File: src/rtl/flash_playback_pkg.sv
// rtl/flash_playback_pkg.sv - shared types and address wrap helper for the playback sequencer
// Contents: state_t (sequencer states), SAMPLE_WIDTH, next_addr() wrap-around step.
package flash_playback_pkg;

   typedef enum logic [1:0] {IDLE, READ, FIRST, WAIT2} state_t;

   localparam int SAMPLE_WIDTH = 16;

   // One address step with wrap in either direction; callers cast to their own width.
   function automatic logic [31:0] next_addr(input logic [31:0] addr, input logic fwd,
                                             input logic [31:0] max);
      if (fwd)
         return (addr == max - 32'd1) ? 32'd0 : addr + 32'd1;
      else
         return (addr == 32'd0) ? max - 32'd1 : addr - 32'd1;
   endfunction

endpackage

File: src/rtl/flash_playback_sequencer_wrap_address_counter.sv
// rtl/flash_playback_sequencer_wrap_address_counter.sv - up/down word address counter with load and wrap
// Ports: clk, rst (sync active-low), load/load_value (priority load), step/up (one wrapped step), count.
module wrap_address_counter #(
   parameter int ADDR_WIDTH  = 23,
   parameter int MAX_ADDRESS = 'h80000
) (
   input  logic                  clk,
   input  logic                  rst,
   input  logic                  load,
   input  logic [ADDR_WIDTH-1:0] load_value,
   input  logic                  step,
   input  logic                  up,
   output logic [ADDR_WIDTH-1:0] count
);
   import flash_playback_pkg::*;

   always_ff @(posedge clk) begin
      if (!rst)
         count <= '0;
      else if (load)
         count <= load_value;
      else if (step)
         count <= ADDR_WIDTH'(next_addr(32'(count), up, 32'(MAX_ADDRESS)));
   end

endmodule

File: src/rtl/flash_playback_sequencer.sv
// rtl/flash_playback_sequencer.sv - fetches flash words and plays them out as two samples per word
// Ports: clk, rst (sync active-low), tick, cmd_* (play/pause/forward/backward/restart pulses),
//        rd_req/rd_addr/rd_valid/rd_data (flash read handshake), sample/sample_valid,
//        playing, forward, address (status).
module flash_playback_sequencer #(
   parameter int ADDR_WIDTH   = 23,
   parameter int MAX_ADDRESS  = 'h80000,
   parameter int DATA_WIDTH   = 32,
   parameter int SAMPLE_WIDTH = 16
) (
   input  logic                    clk,
   input  logic                    rst,
   input  logic                    tick,
   input  logic                    cmd_play,
   input  logic                    cmd_pause,
   input  logic                    cmd_forward,
   input  logic                    cmd_backward,
   input  logic                    cmd_restart,
   output logic                    rd_req,
   output logic [ADDR_WIDTH-1:0]   rd_addr,
   input  logic                    rd_valid,
   input  logic [DATA_WIDTH-1:0]   rd_data,
   output logic [SAMPLE_WIDTH-1:0] sample,
   output logic                    sample_valid,
   output logic                    playing,
   output logic                    forward,
   output logic [ADDR_WIDTH-1:0]   address
);
   import flash_playback_pkg::*;

   state_t                  state;
   logic                    restart_pending;
   logic [DATA_WIDTH-1:0]   word;
   logic                    load;
   logic                    step;
   logic [ADDR_WIDTH-1:0]   load_value;

   // Address only moves in IDLE or WAIT2, so it is stable for the whole READ handshake.
   assign rd_addr    = address;
   assign load_value = forward ? '0 : ADDR_WIDTH'(MAX_ADDRESS - 1);

   // A pending restart replaces the normal step at the second-half emit.
   always_comb begin
      load = 1'b0;
      step = 1'b0;
      case (state)
         IDLE:    load = restart_pending;
         WAIT2:   if (tick && playing) begin
                     load = restart_pending;
                     step = !restart_pending;
                  end
         default: ;
      endcase
   end

   wrap_address_counter #(
      .ADDR_WIDTH (ADDR_WIDTH),
      .MAX_ADDRESS(MAX_ADDRESS)
   ) u_addr (
      .clk       (clk),
      .rst       (rst),
      .load      (load),
      .load_value(load_value),
      .step      (step),
      .up        (forward),
      .count     (address)
   );

   always_ff @(posedge clk) begin
      if (!rst) begin
         state           <= IDLE;
         rd_req          <= 1'b0;
         sample          <= '0;
         sample_valid    <= 1'b0;
         playing         <= 1'b0;
         forward         <= 1'b1;
         restart_pending <= 1'b0;
         word            <= '0;
      end else begin
         sample_valid <= 1'b0;

         if (cmd_pause)
            playing <= 1'b0;
         else if (cmd_play)
            playing <= 1'b1;

         // Both direction pulses together cancel out.
         if (cmd_forward && !cmd_backward)
            forward <= 1'b1;
         else if (cmd_backward && !cmd_forward)
            forward <= 1'b0;

         // A new restart request wins over the clear in the same cycle.
         restart_pending <= cmd_restart | (restart_pending & ~load);

         case (state)
            IDLE: if (tick && playing) begin
               rd_req <= 1'b1;
               state  <= READ;
            end
            READ: if (rd_valid) begin
               word   <= rd_data;
               rd_req <= 1'b0;
               state  <= FIRST;
            end
            FIRST: if (tick && playing) begin
               sample       <= forward ? word[SAMPLE_WIDTH-1:0] : word[DATA_WIDTH-1:SAMPLE_WIDTH];
               sample_valid <= 1'b1;
               state        <= WAIT2;
            end
            WAIT2: if (tick && playing) begin
               sample       <= forward ? word[DATA_WIDTH-1:SAMPLE_WIDTH] : word[SAMPLE_WIDTH-1:0];
               sample_valid <= 1'b1;
               state        <= IDLE;
            end
            default: state <= IDLE;
         endcase
      end
   end

endmodule

File: config.mk
export PLATFORM = sky130hd
export DESIGN_NAME = flash_playback_sequencer
export DESIGN_NICKNAME = d
export VERILOG_FILES = /design/src/rtl/flash_playback_pkg.sv /design/src/rtl/flash_playback_sequencer_wrap_address_counter.sv /design/src/rtl/flash_playback_sequencer.sv
export SDC_FILE = /design/constraint.sdc
export NUM_CORES = 1
export LEC_CHECK = 0
export ABC_AREA = 1
export CORE_MARGIN = 2
export CORE_UTILIZATION = 48
export DETAILED_ROUTE_END_ITERATION = 6
export PLACE_DENSITY_LB_ADDON = 0.15
export SETUP_SLACK_MARGIN = 0.1
export SLEW_MARGIN = 30
export SYNTH_ARGS = -nofsm -noshare
export SYNTH_HDL_FRONTEND = slang
export SYNTH_SLANG_ARGS = --single-unit
File: constraint.sdc
create_clock -name clk -period 4.6 [get_ports clk]
set_input_delay 0.92 -clock clk [delete_from_list [all_inputs] [get_ports clk]]
set_output_delay 0.92 -clock clk [all_outputs]
set_load 0.05 [all_outputs]
-- After elaboration in Yosys (flattened, before gate mapping)
Index checks and enable logic that the tools add are counted.
W data, S select, Z words.
- $add $sub $neg: 2
- multipliers: 0
- div/mod/pow operators: 0
- $lt $le $gt $ge: 0
- equal/unequal tests: 8
- shift operators: 0
- multiplexer cells: 24
- bitwise logic cells: 4
- reduce and logical (&&, ||, !) cells: 19
- operators with widths (cell ; number):
    $mux W23 ; 5
    $mux W16 ; 4
    $pmux W16 S2 ; 1
    $add A23 B1 Y23 const B ; 1
    $eq A23 B19 Y1 const B ; 1
    $logic_not A23 Y1 ; 1
    $sub A23 B1 Y23 const B ; 1
    $mux W19 ; 1
    $mux W2 ; 4
    $ne A2 B2 Y1 const B ; 4
    $pmux W2 S4 ; 1
    $mux W1 ; 6
    $reduce_and A3 Y1 ; 2
    $reduce_bool A2 Y1 ; 3
    $reduce_or A2 Y1 ; 3
    $eq A2 B2 Y1 const B ; 2
    $pmux W1 S2 ; 2
    $reduce_and A2 Y1 ; 2
    $reduce_and A4 Y1 ; 1
    $logic_and A1 B1 Y1 ; 3
    $logic_not A1 Y1 ; 3
    $eq A2 B1 Y1 const B ; 1
    $logic_not A2 Y1 ; 1
    $not A1 Y1 ; 2
    other kinds (2) ; 2
- register bits: 78
- latch bits: 0
- RAM bits: 0
- ROM bits: 0
- input bits: 41
- output and inout bits: 66
- memories kept: 0

-- Logic depth before layout (Yosys ltp)
Gate-level depths: netlist (run 1).
- word-level depth: 6
- gate-level depth with buffers: 12

-- Hierarchy
From an unflattened synthesis (run 1), not the netlist that was laid out.
- cell total of the unflattened synthesis: 809
- area total of the unflattened synthesis: 5180.0 um^2
- by module, submodules not included (module ; times used ; cells an instance ; area each (um^2) ; seq. area each (um^2)):
    wrap_address_counter ; 1 ; 465 ; 2703.8 ; 460.4
    flash_playback_sequencer ; 1 ; 344 ; 2476.1 ; 1101.1

-- Worst setup path before layout (run 1)
OpenSTA, ideal clock, no wires.
- path type: input port to flip-flop
- from: input port tick
- to: register u_addr.count[9]
- library setup time: 0.118 ns
- arrival: 1.899 ns
- required time: 4.482 ns
- setup slack: 2.583 ns
- cell stages on the path: 11
- buffers on the path: 0
- path through: nand2_1 inv_1 nand2_1 nand2_1 nand2_2 nand2_2 inv_2 a21oi_1 nand2_1 nor2_1 nor2_1
- word-level cells in the longest chain between the ends: 4
- elaborated cells on any way between the ends: 7
- those cells by class: 5 x mux; 2 x reduce/logical
- RTL lines (what ; line ; text):
    start: declaration ; flash_playback_sequencer.sv:13 ; input logic tick,
    $logic_and A1 B1 Y1 (*) ; flash_playback_sequencer.sv:48 ; WAIT2: if (tick && playing) begin
    $mux W1 ; flash_playback_sequencer.sv:48 ;
    $pmux W1 S2 / $mux W1 (equally long branches) ; flash_playback_sequencer.sv:46 ; case (state)
    $mux W23 / $reduce_bool A2 Y1 (equally long branches) ; n/a ;
    end signal: assignment ; flash_playback_sequencer_wrap_address_counter.sv:21 ; count <= load_value;
    end signal: assignment ; flash_playback_sequencer_wrap_address_counter.sv:23 ; count <= ADDR_WIDTH'(next_addr(32'(count), up, 32'(MAX_ADDRESS)));
    end: declaration ; flash_playback_sequencer_wrap_address_counter.sv:13 ; output logic [ADDR_WIDTH-1:0] count
Mark *: on every way between the ends. The rest lies on a longest branch, timed or not.
A chain may end at the register's enable or synchronous reset.

-- Final worst setup path (run 1)
- from: input port tick
- to: register u_addr.count[4]
Same word-level chain as after synthesis.

==> results.env, run 1 <==
HOLD_VIOLATIONS=0
TIMING.FINAL.SETUP_VIOLATIONS=0
CTS.ROOT.BUFFER_CELL='sky130_fd_sc_hd__clkbuf_8'
XOR_XNOR_FRACTION_OF_SYNTH_AREA_PCT=2.00
YS_WARNINGS=0
CAP_VIOLATIONS=0
ANTENNA_VIOLATIONS_BEFORE_REPAIR=0
DETAIL_ROUTE.DRC_VIOLATIONS=0
PERIOD_SHARE_PCT=62.9
GRT_PASS1_WL_MICRONS=22700
DRT.ANTENNA.VIOLATING_NETS=0
DR_TOTAL_VIAS=5126
POSTSYNTH.ASYNCRESETSHARE_PCT=0
OUTCOME='finished, final reports clean'
YOSYS.AREA_SHARE.SIMPLE_PCT=33.9
POST_CTS_BUFFERS=0
PLACED_AREA_SQ_UM=5720
SYN_NETS=819
FILLER_CELL_COUNT=972
DR_WL_MET2_MICRONS=6060
CTSHOLDBUFFERS=0
YOSYS_REGISTER_BITS=78
POWER.IR.VDD_WORST_mV=0.262
IO_PINS=107
PERIOD_MINUS_SLACK_PS=2890
CORE_AREA_SQ_UM=9770
AVGSYNTHCELLAREA_SQ_UM=6.25
DETAILED_PLACE_HPWL_MICRONS=9940
POST-SYNTH-TOP-AREA-CELL='sky130_fd_sc_hd__dfxtp_1'
CRITPATHSLOWESTCELL='sky130_fd_sc_hd__nand2_2'
REQUIRED_PS=4910
MET1WIRELENGTH_MICRONS=6400
VIA_COUNT_OF_THE_FIRST_GLOBAL_ROUTING_PASS=4589
SYNTH-ADDER-AREA-SHARE_PCT=2.08
YOSYS.CELL_TYPES.COUNT=31
LEAKAGEPOWER_nW=2.57
WORST_PATH_MOST_REPEATED_CELL='sky130_fd_sc_hd__nand2_1'
CLK_SINKS=78
CP_LAUNCH_TYPE='input port'
POST_DRT_VIA_CELL_RATIO=5.31
DIE-HEIGHT_MICRONS=104
MAX_FREQ_MHz=346
GRT_USE_TOTAL_PCT=25.7
CP-END-KIND='flip-flop'
FLOORPLAN.DIE.WIDTH_MICRONS=104
SYNTH_COMPOUND_GATE_AREA_SHARE_PCT=15.7
CLK-INSERTION-DELAY-LATE_PS=370
CRITICAL_PATH.CELL_CHAIN='clkdlybuf4s50_1, nand2_1, inv_1, nand2_1, nand2_1, nand2_2, nand2_2, inv_2, nor2_2, o21ai_0, nand3_1, nand2_1, inv_1'
TOTALWIRELENGTH_MICRONS=13900
CRITICAL_PATH_FANOUTS_MAX=27
FINALNETCOUNT=877
POSTSYNTHCELLCOUNT=770
SLEW-LIMIT-HEADROOM_PCT=56.1
POSTLAYOUTCELLAREA_SQ_UM=5920
NUMBER_OF_ENABLE_FLIP_FLOP_CELLS_AFTER_SYNTHESIS=0
SYNTH_TOP_AREA_SHARE_PCT=32.4
STD_CELL_ROWS=36
COMBINATIONAL_FAMILY_WITH_THE_MOST_AREA_AFTER_SYNTHESIS='simple AND/OR/NAND/NOR gates'
GRT-OVFL-TOTAL=0
HP-CLASS='flip-flop to flip-flop'
MULTIPLEXER_SHARE_OF_THE_SYNTHESIZED_AREA_PCT=0
CRIT_PATH_MAX_INCR_DELAY_PS=490
PLACE_INST=950
NUMCTSBUFFERS=9
CTS_MAX_PATH_BUFS=2
AREA_GROWTH_SYN_TO_LAYOUT_PCT=22.9
CTS_HTREE_LEVELS=3
SYNTH.CELL_AREA_SQ_UM=4810
INITIAL_UTILIZATION_PCT=49.3
NUM_ANTENNA_CELLS=0
TOP_LAYER='met4'
POST_CTS_RESIZE_COUNT=0
DRT-WIRELENGTH-PER-CELL_MICRONS=14.4
MET3_WIRE_LEN_MICRONS=1180
DETAILEDROUTE.FIRSTITERATIONVIOLATIONS=382
FIN_WORST_SKEW_PS=12.5
POWER.DENSITY_CELL_AREA_nW_PER_UM2=545
FRACTION_OF_FINAL_LAYOUT_CELLS_WITH_DRIVE_STRENGTH_GREATER_THAN_1_PCT=5.76
SETUP.WORST_PATH.CLASS='input port to flip-flop'
STDCELL_COUNT=966
YOSYS-TOP-CELLS-COUNT='sky130_fd_sc_hd__nand2_1, sky130_fd_sc_hd__nor2_1, sky130_fd_sc_hd__o21ai_0'
SYNTH-MAIN-FF-CELL='sky130_fd_sc_hd__dfxtp_1'
DETAIL_ROUTE.FIRST_PASS.ITERATIONS=5
TRITONCTS='yes'
GRT_MAX_DEGREE=66
SETUP-TNS-FINAL_PS=0
LAYOUT.AREA.SEQ_SQ_UM=1560
DOMINANT_CELL_BY_COUNT_IN_THE_SYNTHESIZED_NETLIST='sky130_fd_sc_hd__nand2_1'
MULTI_INPUT_AREA_SQ_UM=2590
SYNTH_SEQ_AREA_SHARE_PCT=32.4
RSZ0062_AT_GRT='no'
SYNTH.TOP_CELLS.BY_AREA='sky130_fd_sc_hd__dfxtp_1, sky130_fd_sc_hd__nand2_1, sky130_fd_sc_hd__o21ai_0'
CLK_PIN_SLEW_WORST_PATHS_PS=80
GP_ROUTABILITY_CONGESTION=0.950
MAX_SLEW.WORST_PIN.SLEW_PS=654
NUMPORTBUFFERS=106
DIE_FOOTPRINT_SQ_UM=10800
DRV_SLEW=0
WORSTPATHARRIVAL_PS=3200
## worst paths after layout
check        startpoint              end  slack [ps]  cells past startpoint
max                tick  u_addr.count[4]        1710                     13
min            word[14]         word[14]         450                      2
max reg2reg    state[1]  u_addr.count[4]        2100                     11
min reg2reg    word[14]         word[14]         450                      2
## metal layers
layer | track usage [%] | vias up
met3 | 4.64 | 20
met1 | 36.0 | 2328
met2 | 39.6 | 220
met5 | 0 | -
met4 | 9.56 | 0
li1 | - | 2558
## critical path, delay by kind of cell
family | cells | cell delay (ps)
and+or+nand+nor | 8 | 1280
buffers and inverters | 4 | 870
AOI/OAI and AO/OA | 1 | 130
## power by group
part / internal (mW) / leakage [nW] / total [mW] / switching (mW)
logic: 0.567 / 1.83 / 1.76 / 1.19
clock network: 0.259 / 0.105 / 0.555 / 0.296
registers: 0.784 / 0.634 / 0.910 / 0.125
total: 1.61 / 2.57 / 3.22 / 1.61
## registers in the layout (all words and copies together), names as in the netlist
name and count:
forward 1, playing 1, rd_req 1, restart_pending 1
sample 16, sample_valid 1, state 2, u_addr.count 23
word 32
## metrics by stage
step	hold WS (ps)	util, %	power, mW	setup WS [ps]
floorplan	425	-	2.26	2580
global placement	434	58.5	2.64	1450
detailed placement	440	58.5	2.66	1360
CTS	453	60.6	3.22	1730
global route	467	60.6	3.47	1420
finish	450	60.6	3.22	1710
## layout make-up
class / instances / share of cell area, %
clock buffer: 9 / 2.09
clock inverter: 7 / 1.33
inverter: 79 / 5.01
multi-input combinational: 549 / 43.8
sequential: 78 / 26.4
tap: 133 / 2.81
timing repair buffer: 111 / 18.6
## logic make-up (layout without fill, tap and decap cells)
| group | after synthesis | after routing |
|---|---|---|
| buf+inv | 143 | 206 |
| compound gates | 147 | 147 |
| fa+ha+maj | 8 | 8 |
| simple gates | 383 | 383 |
| xor+xnor | 11 | 11 |
| flops | 78 | 78 |
## cells in the final DEF, fill, tap and decap left out
cell	instances
sky130_fd_sc_hd__o211ai_1	1
sky130_fd_sc_hd__or2_2	2
sky130_fd_sc_hd__nor2_2	11
sky130_fd_sc_hd__nor2_4	2
sky130_fd_sc_hd__clkbuf_8	9
sky130_fd_sc_hd__xor2_1	10
sky130_fd_sc_hd__clkinv_4	1
sky130_fd_sc_hd__nand2_1	157
sky130_fd_sc_hd__clkinv_1	1
sky130_fd_sc_hd__o21ai_0	89
sky130_fd_sc_hd__nand3b_1	2
sky130_fd_sc_hd__xnor2_2	1
sky130_fd_sc_hd__clkdlybuf4s50_1	106
sky130_fd_sc_hd__dfxtp_1	78
sky130_fd_sc_hd__nand4_1	12
sky130_fd_sc_hd__inv_1	75
sky130_fd_sc_hd__nor2_1	118
sky130_fd_sc_hd__bufinv_16	1
sky130_fd_sc_hd__a31oi_1	1
sky130_fd_sc_hd__a21oi_1	48
sky130_fd_sc_hd__inv_2	3
sky130_fd_sc_hd__nand3_1	63
sky130_fd_sc_hd__nand2_2	6
sky130_fd_sc_hd__a21o_1	1
sky130_fd_sc_hd__buf_4	5
sky130_fd_sc_hd__inv_6	4
sky130_fd_sc_hd__nand3_2	1
sky130_fd_sc_hd__nor3_1	9
sky130_fd_sc_hd__ha_1	8
sky130_fd_sc_hd__clkinv_2	1
sky130_fd_sc_hd__o21ai_4	1
sky130_fd_sc_hd__o21ai_1	5
sky130_fd_sc_hd__a211oi_1	1
Power figures use the tool's default switching activity.
==> inputs of run 2 (changes only) <==
CORE_UTILIZATION = 46   (was 48)
clock period = 2.5 ns   (was 4.6 ns; I/O delays follow)
==> run 2 against run 1 <==
Against the previous run: final area up 0.85%; core utilization shrank 2.2 points; largest cell class unchanged; via count decreased by 0.53%; register-to-register slack got worse by 1600 ps; clock power is 67% higher; critical path depth is 12 lower; hold slack got worse by 1.2 ps; final cell count increased by 1.1%; highest routed layer unchanged; clock skew is 1.2 ps lower; die area grew 4.2%.
==> results.env, run 2 (synthesis results as in run 1) <==
CTS_MAX_PATH_BUFS=2  # unchanged
HOLD_VIOLATIONS=0  # unchanged
POWER.IR.VDD_WORST_mV=0.414  # was 0.262 mV
STD_CELL_ROWS=37  # was 36
DRV_SLEW=0  # unchanged
POWER.DENSITY_CELL_AREA_nW_PER_UM2=997  # was 545 nW/um^2
PERIOD_MINUS_SLACK_PS=2370
PERIOD_SHARE_PCT=94.9
GRT_USE_TOTAL_PCT=25.7  # about the same
INITIAL_UTILIZATION_PCT=47.1  # was 49.3%
TIMING.FINAL.SETUP_VIOLATIONS=0  # unchanged
CRITICAL_PATH_FANOUTS_MAX=10  # was 27
FINALNETCOUNT=885  # was 877
CTS.ROOT.BUFFER_CELL='sky130_fd_sc_hd__clkbuf_8'  # unchanged
CRIT_PATH_MAX_INCR_DELAY_PS=890  # was 490 ps
CLK_PIN_SLEW_WORST_PATHS_PS=100  # was 80 ps
DETAIL_ROUTE.FIRST_PASS.ITERATIONS=5  # unchanged
DETAILEDROUTE.FIRSTITERATIONVIOLATIONS=418  # was 382
GRT_PASS1_WL_MICRONS=23200  # was 22700 microns
LEADING_CELL_TYPES_IN_THE_LAYOUT_FILL_AND_TAPS_EXCLUDED='sky130_fd_sc_hd__nand2_1, sky130_fd_sc_hd__nor2_1, sky130_fd_sc_hd__clkdlybuf4s50_1, sky130_fd_sc_hd__o21ai_0, sky130_fd_sc_hd__dfxtp_1'  # unchanged
CRITICAL_PATH.TOP_DELAY_FAMILY='buffers and inverters'  # was simple AND/OR/NAND/NOR gates
MULTI_INPUT_AREA_SQ_UM=2590  # unchanged
ANTENNA_VIOLATIONS_BEFORE_REPAIR=0  # unchanged
CLK-INSERTION-DELAY-LATE_PS=370  # about the same
DETAIL_ROUTE.DRC_VIOLATIONS=0  # unchanged
FIN_WORST_SKEW_PS=11.3  # was 12.5 ps
GP_ROUTABILITY_CONGESTION=0.938  # was 0.950
CRITPATHSLOWESTCELL='sky130_fd_sc_hd__clkdlybuf4s50_1'  # was sky130_fd_sc_hd__nand2_2
REGISTERS.TOP_BY_FF_COUNT='word'  # unchanged
NUMPORTBUFFERS=106  # unchanged
IO_PINS=107  # unchanged
CP_LAUNCH_TYPE='flip-flop'  # was input port
REQUIRED_PS=2000  # was 4910 ps
RSZ0062_AT_GRT='no'  # unchanged
NUMCTSBUFFERS=9  # unchanged
DIE_FOOTPRINT_SQ_UM=11300  # was 10800 sq um
GRT_MAX_DEGREE=49  # was 66
POST_DRT_VIA_CELL_RATIO=5.22  # was 5.31
TRITONCTS='yes'  # unchanged
DETAILED_PLACE_HPWL_MICRONS=10200  # was 9940 microns
CRITPATHBUFINV=1  # was 4
CTSHOLDBUFFERS=0  # unchanged
MAX_FREQ_MHz=422
CLK_SINKS=78  # unchanged
TOTALWIRELENGTH_MICRONS=14200  # was 13900 microns
WORSTPATHARRIVAL_PS=1870  # was 3200 ps
DRT-WIRELENGTH-PER-CELL_MICRONS=14.6  # was 14.4 microns
CP-END-KIND='output pin'  # was flip-flop
LAYOUT.AREA.SEQ_SQ_UM=1560  # unchanged
SETUP.WORST_PATH.CLASS='flip-flop to output pin'  # was input port to flip-flop
POSTLAYOUTCELLAREA_SQ_UM=5970  # was 5920 sq um
CTS_HTREE_LEVELS=3  # unchanged
VIA_COUNT_OF_THE_FIRST_GLOBAL_ROUTING_PASS=4585  # was 4589
FILLER_CELL_COUNT=1022  # was 972
LARGEST_REGISTER_FFS=32  # unchanged
CORE_AREA_SQ_UM=10200  # was 9770 sq um
HP-CLASS='flip-flop to flip-flop'  # unchanged
PLACED_AREA_SQ_UM=5780  # was 5720 sq um
FLOORPLAN.DIE.WIDTH_MICRONS=106  # was 104 microns
POST_CTS_BUFFERS=0  # unchanged
CAP_VIOLATIONS=0  # unchanged
SLEW-LIMIT-HEADROOM_PCT=57.2  # was 56.1%
AREA_GROWTH_SYN_TO_LAYOUT_PCT=24.0  # was 22.9%
LARGEST_REGISTERS='word: 32 flops, u_addr.count: 23 flops, sample: 16 flops'  # unchanged
DIE-HEIGHT_MICRONS=106  # was 104 microns
SETUP-TNS-FINAL_PS=0  # unchanged
GRT-OVFL-TOTAL=0  # unchanged
MAX_SLEW.WORST_PIN.SLEW_PS=642  # was 654 ps
DRT.ANTENNA.VIOLATING_NETS=0  # unchanged
FINALHOLDWORSTSLACK_PS=449  # was 450 ps
FRACTION_OF_FINAL_LAYOUT_CELLS_WITH_DRIVE_STRENGTH_GREATER_THAN_1_PCT=6.66  # was 5.76%
DR_TOTAL_VIAS=5099  # was 5126
CRITICAL_PATH.CELL_CHAIN='clkdlybuf4s50_1'  # was clkdlybuf4s50_1, nand2_1, inv_1, nand2_1, nand2_1, nand2_2, nand2_2, inv_2, nor2_2, o21ai_0, nand3_1, nand2_1, inv_1
OUTCOME='finished, final reports clean'  # unchanged
LEAKAGEPOWER_nW=2.69  # was 2.57 nW
COMMONEST_NON_FILL_NON_TAP_CELL_IN_THE_LAYOUT='sky130_fd_sc_hd__nand2_1'  # unchanged
NUM_ANTENNA_CELLS=0  # unchanged
POST_CTS_RESIZE_COUNT=2  # was 0
[run 2: final timing paths]
kind                        start  slack [ps]  cells past startpoint               end
hold / removal           word[11]         450                      2          word[11]
setup / recovery  u_addr.count[7]         130                      1        address[7]
hold reg to reg          word[11]         450                      2          word[11]
setup reg to reg  u_addr.count[0]         480                     11  u_addr.count[10]
[run 2: final cells by class]
class,count,area share (%)
Multi-Input combinational cell,549,43.5
Sequential cell,78,26.2
Timing Repair Buffer,119,19.6
Inverter,79,4.97
Tap cell,136,2.85
Clock buffer,9,2.08
Clock inverter,7,0.922
[run 2: metrics by stage]
stage	utilization [%]	total power [mW]	setup slack, ps	instances
floorplan	-	4.17	493	770
global placement	56.5	4.99	238	961
detailed placement	56.5	5.00	160	961
CTS	58.2	5.93	119	977
global route	58.3	6.41	100	977
finish	58.3	5.95	128	977
[run 2: report_power, final]
part	switching (mW)	leakage (nW)	internal [mW]
clock network	0.555	0.0866	0.372
registers	0.224	0.634	1.44
logic	2.26	1.97	1.10
total	3.03	2.69	2.92
[run 2: per-layer routing]
metal  routed length (microns)  up-vias  track usage [%]
met5                         0        -                0
met4                       194        0             5.36
met3                      1100       17             4.11
met2                      6160      199             39.3
met1                      6770     2306             38.1
li1                          -     2577                -
==> inputs of run 3 (changes only) <==
CORE_MARGIN = 3   (was 2)
==> run 3 against run 2 <==
Against the previous run: largest cell class unchanged; core utilization up 2.1 points; die area up 3.8%; sequential cell count unchanged.
==> results.env, run 3 (synthesis results as in run 1) <==
OUTCOME='finished, final reports clean'  # unchanged
POST-ROUTE-UTIL_PCT=60.5  # was 58.3%
FINALNETCOUNT=887  # was 885
FINALPOWER_mW=6.08  # was 5.95 mW
REGISTERS.TOP_BY_FF_COUNT='word'  # unchanged
GRT_MAX_DEGREE=49  # unchanged
MULTI_INPUT_AREA_SQ_UM=2590  # unchanged
LEAKAGEPOWER_nW=2.75  # was 2.69 nW
INITIAL_UTILIZATION_PCT=48.4  # was 47.1%
VIA_COUNT_OF_THE_FIRST_GLOBAL_ROUTING_PASS=4784  # was 4585
CTSHOLDBUFFERS=0  # unchanged
CRITPATHLAUNCH='u_addr.count[8]'  # was u_addr.count[7]
DETAILEDROUTE.FIRSTITERATIONVIOLATIONS=502  # was 418
CAP_VIOLATIONS=0  # unchanged
SETUP.WORST_PATH.CLASS='flip-flop to output pin'  # unchanged
CTS_MAX_PATH_BUFS=2  # unchanged
DETAIL_ROUTE.DRC_VIOLATIONS=0  # unchanged
FILLER_CELL_COUNT=982  # was 1022
DETAILED_PLACE_HPWL_MICRONS=10700  # was 10200 microns
GRT-OVFL-TOTAL=0  # unchanged
REQUIRED_PS=2000  # about the same
DIE_FOOTPRINT_SQ_UM=11700  # was 11300 sq um
P_SWITCHING_mW=3.02  # was 3.03 mW
CRIT_PATH_MAX_INCR_DELAY_PS=910  # was 890 ps
AREA_GROWTH_SYN_TO_LAYOUT_PCT=25.1  # was 24.0%
NUM_ANTENNA_CELLS=0  # unchanged
FRACTION_OF_FINAL_LAYOUT_CELLS_WITH_DRIVE_STRENGTH_GREATER_THAN_1_PCT=6.88  # was 6.66%
POSTLAYOUTCELLAREA_SQ_UM=6020  # was 5970 sq um
RSZ0062_AT_GRT='no'  # unchanged
DIE-HEIGHT_MICRONS=108  # was 106 microns
GRT_PASS1_WL_MICRONS=23500  # was 23200 microns
WORSTPATHARRIVAL_PS=1830  # was 1870 ps
CRITICAL_PATH_FANOUTS_MAX=10  # unchanged
LARGEST_REGISTERS='word: 32 flops, u_addr.count: 23 flops, sample: 16 flops'  # unchanged
POWER_REPORT.INTERNAL_TOTAL_mW=3.06  # was 2.92 mW
SHARE_CLK_OF_TOTAL_POWER_PCT=17.5  # was 15.6%
CRITICAL_PATH.TOP_DELAY_FAMILY='buffers and inverters'  # unchanged
LEADING_CELL_TYPES_IN_THE_LAYOUT_FILL_AND_TAPS_EXCLUDED='sky130_fd_sc_hd__nand2_1, sky130_fd_sc_hd__nor2_1, sky130_fd_sc_hd__clkdlybuf4s50_1, sky130_fd_sc_hd__o21ai_0, sky130_fd_sc_hd__dfxtp_1'  # unchanged
CRITPATHBUFINV=1  # unchanged
PLACED_AREA_SQ_UM=5790  # was 5780 sq um
NUMCTSBUFFERS=9  # unchanged
NUMPORTBUFFERS=106  # unchanged
DRT-WIRELENGTH-PER-CELL_MICRONS=15.1  # was 14.6 microns
POWER.DENSITY_CELL_AREA_nW_PER_UM2=1010  # was 997 nW/um^2
POST_CTS_BUFFERS=0  # unchanged
TRITONCTS='yes'  # unchanged
POWER.SHARE.SEQUENTIAL_PCT=27.2  # was 28.0%
TIMING.FINAL.SETUP_VIOLATIONS=0  # unchanged
DRT.ANTENNA.VIOLATING_NETS=0  # unchanged
HOLD_VIOLATIONS=0  # unchanged
HP-CLASS='flip-flop to flip-flop'  # unchanged
CTS_HTREE_LEVELS=3  # unchanged
WORSTREG2REGSTART='u_addr.count[0]'  # unchanged
DETAIL_ROUTE.FIRST_PASS.ITERATIONS=5  # unchanged
FLOORPLAN.DIE.WIDTH_MICRONS=108  # was 106 microns
LAYOUT.AREA.SEQ_SQ_UM=1560  # unchanged
CP-END-KIND='output pin'  # unchanged
CLK-INSERTION-DELAY-LATE_PS=370  # about the same
PERIOD_SHARE_PCT=93.1  # was 94.9%
STD_CELL_ROWS=36  # was 37
GP_ROUTABILITY_CONGESTION=0.968  # was 0.938
CLK_SINKS=78  # unchanged
HOLD_START='word[15]'  # was word[11]
SLEW-LIMIT-HEADROOM_PCT=58.2  # was 57.2%
CTS.ROOT.BUFFER_CELL='sky130_fd_sc_hd__clkbuf_8'  # unchanged
PERIOD_MINUS_SLACK_PS=2330  # was 2370 ps
POST_DRT_VIA_CELL_RATIO=5.28  # was 5.22
TOTALWIRELENGTH_MICRONS=14700  # was 14200 microns
ANTENNA_VIOLATIONS_BEFORE_REPAIR=0  # unchanged
DR_TOTAL_VIAS=5156  # was 5099
SHARE_COMB_OF_TOTAL_POWER_PCT=55.4  # was 56.4%
POWER.IR.VDD_WORST_mV=0.611  # was 0.414 mV
CORE_AREA_SQ_UM=9950  # was 10200 sq um
IO_PINS=107  # unchanged
FIN_WORST_SKEW_PS=14.5  # was 11.3 ps
P_SW_SHARE_PCT=49.7  # was 51.0%
DRV_SLEW=0  # unchanged
CRITICAL_PATH.CELL_CHAIN='clkdlybuf4s50_1'  # unchanged
MAX_SLEW.WORST_PIN.SLEW_PS=623  # was 642 ps
CRITPATHSLOWESTCELL='sky130_fd_sc_hd__clkdlybuf4s50_1'  # unchanged
GRT_USE_TOTAL_PCT=25.5  # was 25.7%
LARGEST_REGISTER_FFS=32  # unchanged
SETUP-TNS-FINAL_PS=0  # unchanged
CLK_PIN_SLEW_WORST_PATHS_PS=100  # about the same
COMMONEST_NON_FILL_NON_TAP_CELL_IN_THE_LAYOUT='sky130_fd_sc_hd__nand2_1'  # unchanged
MAX_FREQ_MHz=430  # was 422 MHz
CP_LAUNCH_TYPE='flip-flop'  # unchanged
run 3: cell type report:
type / instances / share of cell area, %
clock buffer: 11 / 2.51
timing repair buffer: 121 / 19.7
inverter: 79 / 4.92
multi-input combinational: 549 / 43.1
tap: 133 / 2.76
sequential: 78 / 25.9
clock inverter: 5 / 1.06
run 3: worst paths after layout:
path,endpoint,slack (ps),depth (start not counted)
worst max-delay path,rd_addr[8],170,1
worst min-delay path,word[15],450,2
worst max register to register,u_addr.count[22],410,9
worst min register to register,word[15],450,2
run 3: metal layers:
metal  track usage [%]  vias to the layer above  wire [microns]
met5                 0                        -               0
met4              7.12                        0             254
met3              6.57                       28            1470
met2              40.0                      231            6600
met1              34.8                     2318            6380
li1                  -                     2579               -
run 3: stage by stage:
stage / hold WS, ps / worst slack [ps] / instances
final: 449 / 173 / 976
after floorplan: 425 / 493 / 770
after detailed placement: 439 / 243 / 960
after CTS: 452 / 125 / 976
after global placement: 433 / 321 / 960
after global routing: 461 / 126 / 976
run 3: worst reg2reg max path, stage by stage (launching register included):
cell and delay, ps:
sky130_fd_sc_hd__dfxtp_1 360, sky130_fd_sc_hd__inv_1 230, sky130_fd_sc_hd__ha_1 300, sky130_fd_sc_hd__nand2_1 80, sky130_fd_sc_hd__nor2_1 130, sky130_fd_sc_hd__nand3_1 430, sky130_fd_sc_hd__nand3_1 250, sky130_fd_sc_hd__nand2_1 60
sky130_fd_sc_hd__nand3_1 80, sky130_fd_sc_hd__a21oi_1 70
run 3: power by group through the flow:
stage          clock network, mW  registers [mW]  logic (mW)
2_1_floorplan                  0            1.84        2.33
3_3_place_gp                   0            1.67        3.32
3_5_place_dp                   0            1.68        3.31
4_1_cts                     1.08            1.65        3.33
5_1_grt                     1.13            1.68        3.70
6_report                    1.06            1.65        3.36
run 3: timing repair:
| action | in CTS | in global routing |
|---|---|---|
| gates resized for setup | 2 | 7 |
| cloned | 0 | 0 |
| endpoints found under the setup margin | 2 | 7 |
